[src/rtl/calc_pkg.sv]
// Shared key codes, display codes, result width and FSM encoding for the calculator controller.
// No logic; imported by calc_ctrl and bin2bcd_seq.
package calc_pkg;

  localparam int RES_W = 14;

  localparam logic [3:0] BLANK_CODE = 4'd15;
  localparam logic [3:0] MINUS_CODE = 4'd11;

  localparam logic [3:0] KEY_PLUS  = 4'd10;
  localparam logic [3:0] KEY_MINUS = 4'd11;
  localparam logic [3:0] KEY_MUL   = 4'd12;
  localparam logic [3:0] KEY_EQ    = 4'd13;
  localparam logic [3:0] KEY_CLR   = 4'd14;

  typedef enum logic [1:0] {
    S_A    = 2'd0,
    S_B    = 2'd1,
    S_CONV = 2'd2,
    S_SHOW = 2'd3
  } state_t;

  function automatic logic is_digit(input logic [3:0] k);
    return k <= 4'd9;
  endfunction

  function automatic logic is_op(input logic [3:0] k);
    return (k == KEY_PLUS) || (k == KEY_MINUS) || (k == KEY_MUL);
  endfunction

endpackage

[src/rtl/bin2bcd_seq.sv]
// Sequential double-dabble: start loads the binary, W shift cycles later done pulses with bcd valid.
// Latency W+1 edges from start to done visible; start while running restarts; no backpressure.
module bin2bcd_seq
  import calc_pkg::*;
#(
  parameter int W = RES_W
) (
  input  logic            clk,
  input  logic            rst,
  input  logic            start,
  input  logic [W-1:0]    bin,
  output logic [3:0][3:0] bcd,
  output logic            done
);

  logic [W-1:0] bin_sr;
  logic [4:0]   cnt;
  logic         run;
  logic [15:0]  adj;

  // Add-3 correction on every nibble that would overflow past 9 when doubled.
  always_comb begin
    adj = '0;
    for (int i = 0; i < 4; i++) begin
      adj[i*4 +: 4] = (bcd[i] >= 4'd5) ? bcd[i] + 4'd3 : bcd[i];
    end
  end

  always_ff @(posedge clk or posedge rst) begin
    if (rst) begin
      bin_sr <= '0;
      bcd    <= '0;
      cnt    <= '0;
      run    <= 1'b0;
      done   <= 1'b0;
    end else begin
      done <= 1'b0;
      if (start) begin
        bin_sr <= bin;
        bcd    <= '0;
        cnt    <= '0;
        run    <= 1'b1;
      end else if (run) begin
        bcd    <= 16'({adj, bin_sr[W-1]});
        bin_sr <= bin_sr << 1;
        cnt    <= cnt + 5'd1;
        if (cnt == 5'(W - 1)) begin
          run  <= 1'b0;
          done <= 1'b1;
        end
      end
    end
  end

endmodule

[src/rtl/calc_ctrl.sv]
// Calculator sequencer: builds A/B from key events, computes A op B, shows sign+BCD result.
// '=' to result load is 16 edges; key_ready is low (keys dropped, not queued) while converting.
module calc_ctrl
  import calc_pkg::*;
(
  input  logic       clk,
  input  logic       rst,
  input  logic       key_valid,
  input  logic [3:0] key_code,
  output logic       key_ready,
  output logic       busy,
  output logic [3:0] digit0,
  output logic [3:0] digit1,
  output logic [3:0] digit2,
  output logic [3:0] digit3,
  output logic [3:0] operator,
  output logic [3:0] digit4,
  output logic [3:0] digit5,
  output logic [3:0] digit6,
  output logic [3:0] digit7
);

  state_t           state;
  logic             key_acc;
  logic             conv_start;
  logic             conv_done;
  logic [RES_W-1:0] res_mag;
  logic [RES_W-1:0] res_mag_n;
  logic             res_neg;
  logic [3:0][3:0]  bcd;
  logic [3:0][3:0]  fmt;
  logic [6:0]       a_val;
  logic [6:0]       b_val;
  logic signed [14:0] a_s;
  logic signed [14:0] b_s;
  logic signed [14:0] res_s;

  assign key_acc = key_valid && key_ready;

  always_comb begin
    a_val = 7'(digit3) * 7'd10 + 7'(digit2);
    b_val = 7'(digit1) * 7'd10 + 7'(digit0);
    a_s   = signed'({8'd0, a_val});
    b_s   = signed'({8'd0, b_val});
    res_s = '0;
    case (operator)
      KEY_PLUS:  res_s = a_s + b_s;
      KEY_MINUS: res_s = a_s - b_s;
      KEY_MUL:   res_s = a_s * b_s;
      default:   res_s = '0;
    endcase
    res_mag_n = res_s[14] ? RES_W'(-res_s) : RES_W'(res_s);
  end

  // Leading zeros blank; a negative result is at most two digits so the sign sits in digit5 or digit6.
  always_comb begin
    fmt[3] = (bcd[3] == 4'd0) ? BLANK_CODE : bcd[3];
    fmt[2] = ({bcd[3], bcd[2]} == 8'd0) ? BLANK_CODE : bcd[2];
    fmt[1] = ({bcd[3], bcd[2], bcd[1]} == 12'd0) ? BLANK_CODE : bcd[1];
    fmt[0] = bcd[0];
    if (res_neg) begin
      if (bcd[1] != 4'd0) fmt[2] = MINUS_CODE;
      else                fmt[1] = MINUS_CODE;
    end
  end

  bin2bcd_seq #(.W(RES_W)) u_bin2bcd (
    .clk   (clk),
    .rst   (rst),
    .start (conv_start),
    .bin   (res_mag),
    .bcd   (bcd),
    .done  (conv_done)
  );

  always_ff @(posedge clk or posedge rst) begin
    if (rst) begin
      state      <= S_A;
      key_ready  <= 1'b1;
      busy       <= 1'b0;
      conv_start <= 1'b0;
      res_mag    <= '0;
      res_neg    <= 1'b0;
      {digit3, digit2, digit1, digit0} <= '0;
      operator   <= BLANK_CODE;
      {digit7, digit6, digit5, digit4} <= {4{BLANK_CODE}};
    end else begin
      conv_start <= 1'b0;
      if (key_acc && key_code == KEY_CLR) begin
        state     <= S_A;
        key_ready <= 1'b1;
        busy      <= 1'b0;
        {digit3, digit2, digit1, digit0} <= '0;
        operator  <= BLANK_CODE;
        {digit7, digit6, digit5, digit4} <= {4{BLANK_CODE}};
      end else begin
        case (state)
          S_A: begin
            if (key_acc && is_digit(key_code)) begin
              digit3 <= digit2;
              digit2 <= key_code;
            end else if (key_acc && is_op(key_code)) begin
              operator <= key_code;
              state    <= S_B;
            end
          end
          S_B: begin
            if (key_acc && is_digit(key_code)) begin
              digit1 <= digit0;
              digit0 <= key_code;
            end else if (key_acc && is_op(key_code)) begin
              operator <= key_code;
            end else if (key_acc && key_code == KEY_EQ) begin
              res_mag    <= res_mag_n;
              res_neg    <= res_s[14];
              conv_start <= 1'b1;
              key_ready  <= 1'b0;
              state      <= S_CONV;
            end
          end
          S_CONV: begin
            if (conv_start) busy <= 1'b1;
            if (conv_done) begin
              {digit7, digit6, digit5, digit4} <= fmt;
              busy      <= 1'b0;
              key_ready <= 1'b1;
              state     <= S_SHOW;
            end
          end
          S_SHOW: begin
            if (key_acc && is_digit(key_code)) begin
              {digit3, digit1, digit0} <= '0;
              digit2   <= key_code;
              operator <= BLANK_CODE;
              {digit7, digit6, digit5, digit4} <= {4{BLANK_CODE}};
              state    <= S_A;
            end
          end
          default: state <= S_A;
        endcase
      end
    end
  end

endmodule
[config.mk]
export PLATFORM = sky130hd
export DESIGN_NAME = calc_ctrl
export DESIGN_NICKNAME = d
export VERILOG_FILES = /design/src/rtl/calc_pkg.sv /design/src/rtl/bin2bcd_seq.sv /design/src/rtl/calc_ctrl.sv
export SDC_FILE = /design/constraint.sdc
export NUM_CORES = 1
export LEC_CHECK = 0
export ABC_AREA = 1
export CAP_MARGIN = 20
export CORE_MARGIN = 5
export CORE_UTILIZATION = 60
export CTS_CLUSTER_SIZE = 14
export DETAILED_ROUTE_END_ITERATION = 10
export DONT_BUFFER_PORTS = 1
export GPL_TIMING_DRIVEN = 0
export HOLD_SLACK_MARGIN = 0.03
export PLACE_DENSITY = 0.82
export SKIP_CTS_REPAIR_TIMING = 1
export SLEW_MARGIN = 20
export SYNTH_ARGS = -nofsm -noshare
export SYNTH_HDL_FRONTEND = slang
export SYNTH_SLANG_ARGS = --single-unit
[constraint.sdc]
create_clock -name clk -period 14.6 [get_ports clk]
set_clock_uncertainty 0.05 [all_clocks]
set_input_delay 2.19 -clock clk [delete_from_list [all_inputs] [get_ports clk]]
set_output_delay 2.19 -clock clk [all_outputs]
set_load 0.005 [all_outputs]
# After elaboration in Yosys (flattened, before gate mapping)
# Cells that the tools add are included.
[totals]
register_bits = 93
inputBits = 7
out_inout_bits = 38
word_cells = 177
[classes]
add_sub_neg = 10
multipliers = 3
order_cmp = 5
n_eq_ne = 23
muxes = 77
bitwise = 3
n_reduce_logical = 33
[ops]
columns = ["cell", "count"]
rows = [
  ["two-way mux 4 bit", 29],
  ["one-hot mux 4 bit (2 select lines)", 8],
  ["one-hot mux 15 bit (3 select lines)", 1],
  ["two-way mux 14 bit", 3],
  ["equality test 4 bit (second input constant)", 8],
  ["two-way mux 16 bit", 2],
  ["!= test 3 bit (second input constant)", 9],
  ["two-way mux 1 bit", 20],
  ["nonzero test 3 bit", 6],
  ["greater-or-equal comparator 4 x 3 -> 1 bit (second input constant)", 4],
  ["two-way mux 2 bit", 8],
  ["adder 7 x 4 -> 7 bit", 2],
  ["multiplier 7 x 7 -> 14 bit", 1],
  ["negator 14 bit", 1],
  ["adder 4 x 2 -> 4 bit (second input constant)", 3],
  ["logical NOT 12 bit", 1],
  ["multiplier 4 x 3 -> 6 bit (second input constant)", 2],
  ["two-way mux 5 bit", 2],
  ["AND reduction 5 bit", 2],
  ["AND reduction 3 bit", 3],
  ["adder 7 x 7 -> 8 bit", 1],
  ["logical NOT 8 bit", 1],
  ["two-way mux 8 bit", 1],
  ["one-hot mux 2 bit (4 select lines)", 1],
  ["other kinds (22)", 35],
]

# Logic depth before layout (Yosys ltp)
[depth]
depth_word = 8
ltp_mapped = 25
ltp_nobuf = 25

# By module
# Synthesis repeated with hierarchy kept, for this count alone.
[unflattened]
cells_unflattened = 941
area_unflattened_um2 = 7388.3
[modules_own_cells]
columns = ["mod", "instances", "cells_per_inst", "area_per_inst_um2", "seq_area_each_um2"]
rows = [
  ["calc_ctrl", 1, 705, 5434.0, 1427.6],
  ["bin2bcd_seq", 1, 236, 1954.4, 925.9],
]

# Least setup slack after synthesis
# Ideal clock, no wire load.
[synth_timing]
kind = "register to register"
start = "reg digit1[1]"
end = "reg res_mag[7]"
setup_ns = 0.066
t_arrival_ns = 5.359
t_required_ns = 14.484
setup_slack_ns = 9.126
stages_incl_launch_ff = 25
path_buffers = 0
period_less_slack_ns = 5.474
path_cell_list = "dfrtp_1 -> ha_1 -> ha_1 -> inv_1 -> fa_1 -> nor2_1 -> xor2_1 -> inv_1 -> nand2_1 -> fa_1 -> fa_1 -> inv_1 -> fa_1 -> inv_1 -> fa_1 -> inv_1 -> ha_1 -> or2_2 -> nand3_1 -> nand2_1 -> nor2_1 -> nand2_1 -> o21ai_1 -> nand3_1 -> nand2_1"
[synth_between]
elab_chain_len = 6
word_cells_on_any_way = 8
classes_between = "4 x add/sub; 2 x mul; 2 x mux"
[synth_lines]
columns = ["element", "line_no", "source"]
rows = [
  ["from (decl)", "calc_ctrl.sv:13", "output logic [3:0] digit1,"],
  ["from (signal assigned)", "calc_ctrl.sv:109", "digit1 <= digit0;"],
  ["multiplier 4 x 3 -> 6 bit *", "calc_ctrl.sv:42", "b_val = 7'(digit1) * 7'd10 + 7'(digit0);"],
  ["adder 7 x 4 -> 7 bit *", "calc_ctrl.sv:42", ""],
  ["multiplier 7 x 7 -> 14 bit (tied with other cells)", "calc_ctrl.sv:49", "KEY_MUL: res_s = a_s * b_s;"],
  ["one-hot mux 15 bit (3 select lines) *", "calc_ctrl.sv:46", "case (operator)"],
  ["negator 14 bit", "calc_ctrl.sv:52", "res_mag_n = res_s[14] ? RES_W'(-res_s) : RES_W'(res_s);"],
  ["two-way mux 14 bit *", "calc_ctrl.sv:52", ""],
  ["to (signal assigned)", "calc_ctrl.sv:114", "res_mag <= res_mag_n;"],
  ["to (decl)", "calc_ctrl.sv:27", "logic [RES_W-1:0] res_mag;"],
]
# Every way passes the cells marked *; elsewhere a longest branch is shown, timed or not.
# A chain may end at the register's enable or synchronous reset.

# Worst setup path after layout
# Same ends and word-level chain as after synthesis.

==> results list <==
* Run status: complete, no violations
- The number of global-route vias before repair was 6,062.
* Met1 wire length: 7394 um
- The routed design uses 1037 um of met3 wire.
- Antenna-violating nets left: 0
- Critical path's top delay family: adder cells
- For the final routed database, the setup TNS stands at 0 ns.
* Inserted Clock Buffers: 9
- The clock tree synthesis step divided the H-tree into 3 levels.
- Routed wl met2: 7797 um
* Worst path bufs/invs: 5
- In this design, the stage delay of the slowest critical-path cell is 0.65 ns.
- Post-synth design cell area: 0.007341 mm2
- Number of antenna violations at the first check in global routing: 0
- For the worst setup path, the data required time is 14.83 ns.
- Sort of element at the start of the critical path: register
- In this run the tool buffered the top-level ports with 0 buffer cells.
- Placed instance count: 1,073
- Source of the worst register-to-register timing path: digit1[1]
- WHS Path Cells: 2
- The slowest stage of the critical path belongs to the cell sky130_fd_sc_hd__xor2_1.
* Area occupied by multi-input gates: 0.004309 mm2
- Layout cells sized above 1: 0.1019
- The floorplan step defined a die boundary enclosing 0.01455 mm2.
* Placer's final routability congestion estimate: 0.9089
* Count of flip-flops with a built-in enable after synthesis: 0
* Slew headroom: 0.4637
* Number of warnings printed during yosys synthesis: 0
- At the pin with the least slew margin, the transition time is 0.8017 ns.
* Top metal layer carrying routed signals: met4
- The max-slew violation count came to 0.
- TritonCTS sink count: 93
- The region available for standard cell placement spans 0.01201 mm2.
* Total DRC errors in the routed layout: 0
- Highest net fanout along the worst path: 7
- For the worst flop-to-flop path, the logic depth is 24.
- Achievable frequency: 159.6 MHz
- Number of failing setup endpoints in the final timing report: 0
- The setup check on the worst reg-to-reg path leaves a slack of 8.34 ns.
- Final min period: 6.264 ns
- For this design the total switching power over the nets is 108.2 uW.
- In this run the most critical hold path is launched from digit6[2].
- Walking the worst path, the cells encountered are ha_1, ha_1, inv_1, fa_1, nor2_1, xor2_1, inv_1, nand2_1, fa_1, fa_1, inv_1, fa_1, inv_1, fa_1, inv_1, ha_1, or2_2, nand3_1, nand2_1, nor2_1, nand2_1, o21ai_1, nand3_1, nand2_1.
* Most used flip-flop cell after synthesis: sky130_fd_sc_hd__dfrtp_1
- Min-delay worst type: register to register
- Leakage power total: 0.004070 uW
- The worst setup path is of the register to register kind.
* Worst-case hold path end point: digit6[2]
- Final antenna diode count: 0
- WL per Instance: 15.24 um
- The die is 120.6 um wide.
- Measured along the y axis, the die boundary spans 120.6 um.
- Combinational share of power: 0.013
- Initial Utilization: 0.6111
- Summing over every cut layer, the via total after detailed routing is 6,185.
- HPWL after DPL: 12,790 um
- The share of total power dissipated in the clock network is 0.472.
- Peak VDD IR: 0.05043 mV
- The synthesized netlist contains 49 unique library cells.
- The number of nets in the synthesized netlist is 1,035.
- The filler cells instantiated in the layout total 989.
- Proportion of synthesized chip area in sequential cells: 0.3206
- In the global route stage, overall resource usage came out at 0.2382.
* Worst skew pair latency: 0.35 ns
* Root buffer selected by CTS: sky130_fd_sc_hd__clkbuf_16
- Placement row count: 40
- For this block, the initial DRC count from the detailed router was 556.
* Clock Path Buffers: 2
- TritonCTS built the clock tree.
* Internal power contribution: 392.8 uW
* Arrival time of the worst setup path: 6.50 ns
* Max-cap violation count: 0
- After clock tree synthesis, the clock-pin slew on the worst setup and hold paths is 0.07 ns.
* Area used by sequential logic in the layout: 0.002354 mm2
* Number of nets in the layout: 1,047
- R2r endpoint: res_mag[7]
- 45 I/O pins were placed.
- Sequential Power Share: 0.515
- Switching share of power: 0.2159
- Remaining global-route overflow: 0
* First-pass GRT wire length: 28,360 um
- A synthesized cell averages 7.936 um2.
* #FFs+latches synth: 93
- From synthesis to final layout, the design area changed by 6.886%.
- The final layout contains routed wiring with a total length of 16,600 um.
- The count of cells in the finished layout, fillers not included, comes to 1,089.
- Power spread over the standard cell area amounts to 63.85 mW/mm2.
* Post-synthesis cell count: 925
* Per-cell via count in the routed design: 5.680
- Hold violation total from the final report: 0
- RSZ-0062 raised after global routing: no
- Detailed-router iteration count before antenna repair: 5
* Nature of the critical path endpoint: register
* Final period utilization: 0.4291
* Share of flip-flops with an asynchronous set or reset: 1.000
- Maximum number of pins on one net before global-route repair: 62
-- cells by family (layout without fill, tap and decap cells) --
| logic type | after synthesis | count (layout) | share of synthesized area |
|---|---|---|---|
| simple gates | 391 | 391 | 0.2398 |
| buf+inv | 175 | 192 | 0.09238 |
| compound gates | 147 | 147 | 0.1219 |
| fa+ha+maj | 103 | 103 | 0.2062 |
| flops | 93 | 93 | 0.3206 |
| xor+xnor | 16 | 16 | 0.01909 |
-- synth_stat cells, types with 2 or more instances --
cell type / count / share of area
sky130_fd_sc_hd__o22ai_1: 10 / 0.0085
sky130_fd_sc_hd__nor2_4: 4 / 0.0061
sky130_fd_sc_hd__dfrtp_1: 72 / 0.25
sky130_fd_sc_hd__a21oi_1: 34 / 0.023
sky130_fd_sc_hd__nand2_1: 183 / 0.094
sky130_fd_sc_hd__nor4_4: 2 / 0.0058
sky130_fd_sc_hd__inv_1: 148 / 0.076
sky130_fd_sc_hd__buf_4: 3 / 0.0031
sky130_fd_sc_hd__nand3_1: 72 / 0.049
sky130_fd_sc_hd__nand3_2: 2 / 0.0027
sky130_fd_sc_hd__o21ai_0: 49 / 0.033
sky130_fd_sc_hd__xor2_1: 14 / 0.017
sky130_fd_sc_hd__fa_1: 30 / 0.082
sky130_fd_sc_hd__ha_1: 73 / 0.12
sky130_fd_sc_hd__inv_2: 9 / 0.0046
sky130_fd_sc_hd__o211ai_1: 9 / 0.0092
sky130_fd_sc_hd__nor2_2: 6 / 0.0051
sky130_fd_sc_hd__o21a_1: 5 / 0.0051
sky130_fd_sc_hd__nand2_2: 8 / 0.0068
sky130_fd_sc_hd__nand4_1: 7 / 0.0060
sky130_fd_sc_hd__buf_2: 6 / 0.0041
sky130_fd_sc_hd__nor2_1: 83 / 0.042
sky130_fd_sc_hd__o21ai_1: 14 / 0.0095
sky130_fd_sc_hd__a2bb2oi_1: 3 / 0.0036
sky130_fd_sc_hd__nor3_1: 9 / 0.0061
sky130_fd_sc_hd__o21ai_2: 4 / 0.0048
sky130_fd_sc_hd__o32ai_1: 4 / 0.0048
sky130_fd_sc_hd__xnor2_1: 2 / 0.0024
sky130_fd_sc_hd__dfstp_2: 21 / 0.075
sky130_fd_sc_hd__or2_2: 8 / 0.0068
sky130_fd_sc_hd__clkbuf_1: 8 / 0.0041
sky130_fd_sc_hd__o31ai_1: 5 / 0.0051
sky130_fd_sc_hd__or2_1: 2 / 0.0017
-- metrics by stage --
stage / utilization / total power, uW / instance area [um2] / setup slack (ns) / hold slack (ns)
global placement: 0.6265 / 268.4 / 7525 / 8.495 / 0.4111
global route: 0.6532 / 514.2 / 7846 / 8.032 / 0.4540
CTS: 0.6532 / 502.6 / 7846 / 8.387 / 0.4350
finish: 0.6532 / 501.0 / 7846 / 8.336 / 0.4307
floorplan: - / 267.1 / 7341 / 9.126 / 0.3754
detailed placement: 0.6283 / 269.2 / 7547 / 8.416 / 0.4207
-- cell usage in the layout, fill, tap and decap left out, types with 2 or more instances in the layout --
cell type,count
sky130_fd_sc_hd__xnor2_1,2
sky130_fd_sc_hd__a21oi_1,34
sky130_fd_sc_hd__nor3_1,9
sky130_fd_sc_hd__buf_2,6
sky130_fd_sc_hd__dfstp_2,21
sky130_fd_sc_hd__or2_1,2
sky130_fd_sc_hd__clkbuf_16,9
sky130_fd_sc_hd__buf_4,3
sky130_fd_sc_hd__inv_2,9
sky130_fd_sc_hd__o31ai_1,5
sky130_fd_sc_hd__fa_1,30
sky130_fd_sc_hd__nand3_1,72
sky130_fd_sc_hd__nand3_2,2
sky130_fd_sc_hd__nor2_1,83
sky130_fd_sc_hd__nor2_2,6
sky130_fd_sc_hd__o21ai_2,4
sky130_fd_sc_hd__o21a_1,5
sky130_fd_sc_hd__inv_6,2
sky130_fd_sc_hd__or2_2,8
sky130_fd_sc_hd__nand4_1,7
sky130_fd_sc_hd__o21ai_1,14
sky130_fd_sc_hd__inv_4,2
sky130_fd_sc_hd__inv_1,147
sky130_fd_sc_hd__nor2_4,4
sky130_fd_sc_hd__nand2_1,183
sky130_fd_sc_hd__a2bb2oi_1,3
sky130_fd_sc_hd__clkinvlp_4,3
sky130_fd_sc_hd__xor2_1,14
sky130_fd_sc_hd__dfrtp_1,72
sky130_fd_sc_hd__o21ai_0,49
sky130_fd_sc_hd__o22ai_1,10
sky130_fd_sc_hd__nand2_2,8
sky130_fd_sc_hd__nor4_4,2
sky130_fd_sc_hd__ha_1,73
sky130_fd_sc_hd__o32ai_1,4
sky130_fd_sc_hd__o211ai_1,9
sky130_fd_sc_hd__clkbuf_1,9
-- how the worst max path moves through the flow --
stage                   start          to  slack [ns]  depth (start not counted)
floorplan           digit1[1]  res_mag[7]        9.13                         24
global route        digit0[1]  res_mag[7]        8.03                         24
global placement    digit1[1]  res_mag[7]        8.49                         24
finish              digit1[1]  res_mag[7]        8.34                         24
CTS                 digit1[1]  res_mag[7]        8.39                         24
detailed placement  digit1[1]  res_mag[7]        8.42                         24
-- layout make-up --
cell class,instances,area share
Multi-Input combinational cell,657,0.5492
Sequential cell,93,0.3000
Inverter,158,0.07622
Clock buffer,10,0.02918
Tap cell,147,0.02344
Buffer,17,0.01052
Clock inverter,6,0.008930
Timing Repair Buffer,1,0.002551
-- power groups by stage --
stage | Sequential, uW | Clock, uW | Combinational [uW]
floorplan | 263 | 0 | 4.56
detailed placement | 263 | 0 | 6.69
finish | 258 | 237 | 6.42
global placement | 263 | 0 | 5.82
CTS | 258 | 238 | 6.72
global route | 258 | 249 | 7.78
-- tightest hold or removal path, stage by stage (launching register included) --
cell and delay [ns]:
sky130_fd_sc_hd__dfstp_2 0.38, sky130_fd_sc_hd__nand2_1 0.05, sky130_fd_sc_hd__o21ai_1 0.05
-- routing by layer --
metal | up-vias | global-route usage
met5 | - | 0
met4 | 0 | 0.07649
met3 | 26 | 0.03461
met2 | 192 | 0.3870
met1 | 2955 | 0.3297
li1 | 3012 | -
-- registers in the layout, indices dropped and copies added (netlist names), 5 cells and up --
signal,cells
res_mag,14
u_bin2bcd.bcd,16
u_bin2bcd.bin_sr,14
u_bin2bcd.cnt,5
(Power assumes the default switching activity.)
